$ cat src/rtl/pat_chg_seq.sv
// pat_chg_seq
//   Sequences a pattern-number change into the pattern generator without tearing:
//   blank the panel, wait, load the new number over a req/ack handshake, settle, unblank.
//
// Ports
//   clk        in   system clock
//   rst_n      in   synchronous active-low reset
//   dis_sn_in  in   [7:0] requested pattern number (synchronous to clk)
//   pat_ack    in   pattern generator accepted pat_sn (level or pulse)
//   clr_err    in   clears err_tmo
//   pat_sn     out  [7:0] committed pattern number
//   pat_load   out  1-cycle load strobe, pat_sn valid with it
//   blank_o    out  1 = force black output
//   busy       out  1 = change sequence in progress
//   err_tmo    out  sticky ack-timeout flag
module pat_chg_seq #(
    parameter int unsigned CNT1US     = 81,
    parameter int unsigned BLANK_US   = 2000,
    parameter int unsigned SETTLE_US  = 1000,
    parameter int unsigned ACK_TMO_US = 10000,
    parameter logic [7:0]  PATMIN     = 8'd127
) (
    input  logic       clk,
    input  logic       rst_n,
    input  logic [7:0] dis_sn_in,
    input  logic       pat_ack,
    input  logic       clr_err,
    output logic [7:0] pat_sn,
    output logic       pat_load,
    output logic       blank_o,
    output logic       busy,
    output logic       err_tmo
);

    localparam int unsigned PW = (CNT1US > 1) ? $clog2(CNT1US) : 1;
    localparam logic [PW-1:0] PRE_LAST = PW'((CNT1US > 0) ? CNT1US - 1 : 0);

    localparam logic [15:0] BLANK_P  = BLANK_US[15:0];
    localparam logic [15:0] SETTLE_P = SETTLE_US[15:0];
    localparam logic [15:0] TMO_P    = ACK_TMO_US[15:0];

    // Terminal us-count per wait; a zero wait is treated as 1 us.
    localparam logic [15:0] BLANK_LAST  = (BLANK_P  == 16'd0) ? 16'd0 : BLANK_P  - 16'd1;
    localparam logic [15:0] SETTLE_LAST = (SETTLE_P == 16'd0) ? 16'd0 : SETTLE_P - 16'd1;
    localparam logic [15:0] TMO_LAST    = (TMO_P    == 16'd0) ? 16'd0 : TMO_P    - 16'd1;

    localparam logic [1:0] IDLE   = 2'd0;
    localparam logic [1:0] BLANK  = 2'd1;
    localparam logic [1:0] WACK   = 2'd2;
    localparam logic [1:0] SETTLE = 2'd3;

    logic [1:0]    state_q, state_d;
    logic [7:0]    tgt_q, tgt_d;
    logic [7:0]    pat_sn_q, pat_sn_d;
    logic          load_q, load_d;
    logic          blank_q, blank_d;
    logic          busy_q, busy_d;
    logic          err_q, err_d;
    logic [PW-1:0] pre_q, pre_d;
    logic [15:0]   us_q, us_d;

    logic tick;
    logic restart;

    assign tick = (pre_q == PRE_LAST);

    always_comb begin
        state_d  = state_q;
        tgt_d    = tgt_q;
        pat_sn_d = pat_sn_q;
        load_d   = 1'b0;
        blank_d  = blank_q;
        busy_d   = busy_q;
        err_d    = err_q & ~clr_err;
        restart  = 1'b0;

        case (state_q)
            IDLE: begin
                if (dis_sn_in != pat_sn_q) begin
                    state_d = BLANK;
                    tgt_d   = dis_sn_in;
                    blank_d = 1'b1;
                    busy_d  = 1'b1;
                    restart = 1'b1;
                end
            end
            BLANK: begin
                // A newer request restarts the blank wait; the latest value wins.
                if (dis_sn_in != tgt_q) begin
                    tgt_d   = dis_sn_in;
                    restart = 1'b1;
                end else if (tick && (us_q >= BLANK_LAST)) begin
                    state_d  = WACK;
                    pat_sn_d = tgt_q;
                    load_d   = 1'b1;
                    restart  = 1'b1;
                end
            end
            WACK: begin
                if (pat_ack) begin
                    state_d = SETTLE;
                    restart = 1'b1;
                end else if (tick && (us_q >= TMO_LAST)) begin
                    // Timeout set overrides a simultaneous clr_err.
                    err_d   = 1'b1;
                    state_d = SETTLE;
                    restart = 1'b1;
                end
            end
            SETTLE: begin
                if (tick && (us_q >= SETTLE_LAST)) begin
                    state_d = IDLE;
                    blank_d = 1'b0;
                    busy_d  = 1'b0;
                    restart = 1'b1;
                end
            end
            default: begin
                state_d = IDLE;
                restart = 1'b1;
            end
        endcase

        // Time base restarts on every state entry and rests in IDLE.
        if (restart || (state_q == IDLE)) begin
            pre_d = '0;
            us_d  = 16'd0;
        end else begin
            pre_d = tick ? '0 : pre_q + PW'(1);
            us_d  = (tick && (us_q != 16'hFFFF)) ? us_q + 16'd1 : us_q;
        end
    end

    always_ff @(posedge clk) begin
        if (!rst_n) begin
            state_q  <= IDLE;
            tgt_q    <= PATMIN;
            pat_sn_q <= PATMIN;
            load_q   <= 1'b0;
            blank_q  <= 1'b0;
            busy_q   <= 1'b0;
            err_q    <= 1'b0;
            pre_q    <= '0;
            us_q     <= 16'd0;
        end else begin
            state_q  <= state_d;
            tgt_q    <= tgt_d;
            pat_sn_q <= pat_sn_d;
            load_q   <= load_d;
            blank_q  <= blank_d;
            busy_q   <= busy_d;
            err_q    <= err_d;
            pre_q    <= pre_d;
            us_q     <= us_d;
        end
    end

    assign pat_sn   = pat_sn_q;
    assign pat_load = load_q;
    assign blank_o  = blank_q;
    assign busy     = busy_q;
    assign err_tmo  = err_q;

endmodule

$ cat config.mk
export PLATFORM = sky130hd
export DESIGN_NAME = pat_chg_seq
export DESIGN_NICKNAME = d
export VERILOG_FILES = /design/src/rtl/pat_chg_seq.sv
export SDC_FILE = /design/constraint.sdc
export NUM_CORES = 1
export LEC_CHECK = 0
export ABC_CLOCK_PERIOD_IN_PS = 2850
export CORE_MARGIN = 5
export CORE_UTILIZATION = 45
export CTS_CLUSTER_SIZE = 25
export DETAILED_ROUTE_END_ITERATION = 6
export PLACE_DENSITY = 0.77
export SLEW_MARGIN = 15
export SYNTH_ARGS = -nofsm -noshare
export SYNTH_HDL_FRONTEND = slang
export SYNTH_SLANG_ARGS = --single-unit
$ cat constraint.sdc
create_clock -name clk -period 2.85 [get_ports clk]
set_input_delay 0.855 -clock clk [delete_from_list [all_inputs] [get_ports clk]]
set_output_delay 0.855 -clock clk [all_outputs]
set_load 0.005 [all_outputs]
==> flow_summary_export.csv <==
group,metric,value,unit
grt,grt_first_pass_wirelength,8183,um
grt,grtUsageTotal,15.46,%
worst_setup_path,critPathKind,"in -> reg",
timing,tightest_slew,0.8492,ns
layout,fin_nets,305,
clock_network,clockBufferDepth,2,
synthesis,synth.avg_cell_area,9.314,um^2
drt,drcViolationCount,0,
clock_network,cts_buffers,5,
clock_network,clock_sinks,44,
placement,place_inst,347,
power,leakagePower,0.9833,nW
drt,drt-pass1-iter-count,5,
clock_network,htreeDepth,2,
layout,stdcell_area,0.002846,mm^2
synthesis,syn_area,0.002347,mm^2
timing,maxSlewHeadroom,43.21,%
power,intPower,1.161,mW
synthesis,syn_inst,252,
clock_network,hold_buffers,0,
worst_setup_path,rr_startpoint,"us_q[0]",
layout,final_cells,356,
layout,drive_above_1_share,18.88,%
synthesis,synthTopCellsByCount,"44 x dfxtp_1, 29 x xor2_1, 28 x nand2_1",
timing,finalCriticalPeriod,2.662,ns
placement,dp_hpwl,3406,um
clock_network,cts_tree,"done",
timing,hold_viol_final,0,
drt,wl,4842,um
worst_setup_path,start_kind,"input pin",
timing,period_share,93.40,%
synthesis,ys_ff_latch,44,
synthesis,ys_warn_count,0,
placement,placed_area,0.002698,mm^2
layout,num_antenna_cells,0,
drt,routed_via_density,5.301,
grt,grt_pass1_vias,1808,
power,peakVddDrop,0.0004206,V
flow_run,drv_cap,0,
synthesis,synth-edff-count,0,
grt,antenna_found_initial,0,
worst_setup_path,slowest_delay,0.47,ns
min_path,min-delay-start,"err_tmo",
power,pwr-share-clk,30.0,%
timing,fin_tns_setup,0,ns
clock_network,clk_pin_slew,0.09,ns
clock_network,clkLatencyLatePin,0.30,ns
synthesis,synthArstFlopShare,0,%
floorplanning,start_util,46.25,%
timing,slew_violations,0,
worst_setup_path,critical_path_buf_inv_count,2,
worst_setup_path,crit_path_cell_trace,"clkdlybuf4s50_1 -> xor2_1 -> nor4_1 -> buf_4 -> nand2_1 -> nor4b_4 -> a31oi_2 -> nor2_2",
worst_setup_path,crit_family,"simple AND/OR/NAND/NOR gates",
timing,fmax,375.7,MHz
floorplanning,die_area,0.006760,mm^2
clock_network,clockRootBuffer,"clkbuf_8",
placement,place_ws,-0.3355,ns
power,comb_power_share,28.3,%
outcome,outcome,"completed",
synthesis,synthTopCellsByArea,"dfxtp_1 38%, xor2_1 11%, nor2_2 5.1%",
floorplanning,rows,26,
drt,vias,1887,
worst_setup_path,end_kind,"flop",
synthesis,ys_types,48,
worst_setup_path,critical_path.slowest_cell,"clkdlybuf4s50_1",
layout,area_delta_synth_final,21.27,%
floorplanning,pin_count,24,
floorplanning,core,0.005075,mm^2
synthesis,synth_largest_area_cell,"dfxtp_1",
power,p_total,1.694,mW
power,p_sw,0.5333,mW
power,p_seq_share,41.7,%
grt,grt_max_degree,24,
drt,final_antenna_net_count,0,
timing,fin_skew,0.009585,ns
placement,portBuffers,23,
worst_setup_path,crit_start,"dis_sn_in[5]",
min_path,hold_path.class,"reg -> reg",
worst_setup_path,crit_fanout,11,
synthesis,synthFlopType,"dfxtp_1",
worst_setup_path,worst_ep_required_time,3.09,ns
synthesis,yosysTopAreaCellShare,37.53,%
clock_network,cts_setup_buffers,0,
synthesis,yosysMostFrequentCell,"dfxtp_1",
worst_setup_path,worst_ep_arrival_time,2.90,ns
drt,dr.first_iter.drc_count,89,
timing,setup_viol,0,
timing,layout_setup_ws,0.1882,ns
placement,routabilityCongestion,0.8118,
floorplanning,fp.dieW,82.22,um
synthesis,ys_seq_area_share,37.53,%
synthesis,syn-num-nets,272,
floorplanning,fp.dieH,82.22,um
grt,grt.overflow.total,0,
power,sw_frac_of_total,31.48,%
power,power.density,595.1,mW/mm^2
drt,wl_per_cell,13.60,um
[worst register-to-register path: cells and delay by family (launching register included)]
family	cells	cell delay (ns)
and+or+nand+nor	2	0.49
adders and majority gates	1	0.24
DFF	1	0.39
AOI/OAI and AO/OA	4	1.30
[cell families after synthesis]
kind of cell	Yosys count	synth area share (%)
and+or+nand+nor	104	25.43
DFF	44	37.53
xor gates and xnor gates	35	13.06
AOI/OAI and AO/OA	33	11.30
buffers and inverters	17	3.731
muxes	11	4.691
adders and majority gates	8	4.265
[through the flow]
stage | utilization (%) | hold slack [ns]
after floorplan | - | 0.4531
after global placement | 53.16 | 0.4691
after detailed placement | 53.16 | 0.4728
after CTS | 55.67 | 0.4871
after global routing | 56.09 | 0.5237
final | 56.09 | 0.4846
[registers in the layout, summed over array words and instances (netlist names)]
| name | cells |
|---|---|
| pat_sn | 8 |
| pre_q | 7 |
| busy | 1 |
| pat_load | 1 |
| err_tmo | 1 |
| state_q | 2 |
| us_q | 16 |
| tgt_q | 8 |
[layout by cell type (no fill, tap or decap), types with 2 or more instances in the layout]
cell type / count
and3_1: 4
nand3_1: 18
ha_1: 8
o21ai_0: 11
xor2_1: 29
nand4_1: 6
nor3_1: 3
nand2_1: 28
nor2_1: 5
and2_1: 3
nor4_1: 4
mux2i_1: 11
a21oi_1: 5
a31oi_1: 2
a211oi_1: 2
nand2b_1: 2
inv_1: 8
nor4b_4: 2
xnor2_1: 6
a311oi_2: 2
dfxtp_1: 44
nor2_2: 19
buf_4: 11
clkdlybuf4s50_1: 23
clkbuf_8: 6
[cell type report]
type / instances / area (um^2)
clock inverters: 2 / 38.79
repair buffers: 34 / 312.8
well taps: 70 / 87.58
fillers: 460 / 2228
flip-flops and latches: 44 / 880.8
clock buffers: 6 / 82.58
inverters: 8 / 30.03
multi-input cells: 192 / 1414
[routing by layer]
layer  vias to the layer above  wire length (um)  track usage (%)
met5                         -                 0                0
met1                       889              2357            19.81
met4                         0                18            4.485
met2                        51              2266            25.56
met3                         4               200            3.905
li1                        943                 -                -
[power groups by stage]
stage	clock network (mW)	registers, mW	logic [mW]
after global placement	0	0.718	0.446
final	0.509	0.706	0.479
after global routing	0.545	0.712	0.532
after CTS	0.516	0.705	0.459
after floorplan	0	0.710	0.364
after detailed placement	0	0.720	0.453
[final timing paths]
| check | to | slack (ns) | cells after the start |
|---|---|---|---|
| setup / recovery | us_q[4] | 0.19 | 8 |
| setup reg to reg | us_q[4] | 0.29 | 7 |
| hold / removal | err_tmo | 0.48 | 2 |
| hold reg to reg | err_tmo | 0.48 | 2 |
[timing repair]
action | CTS | global route
endpoints found under the hold margin | 0 | 0
gates resized for setup | 1 | 1
endpoints found under the setup margin | 1 | 3
gates cloned | 0 | 1
Power figures use the tool's default switching activity.
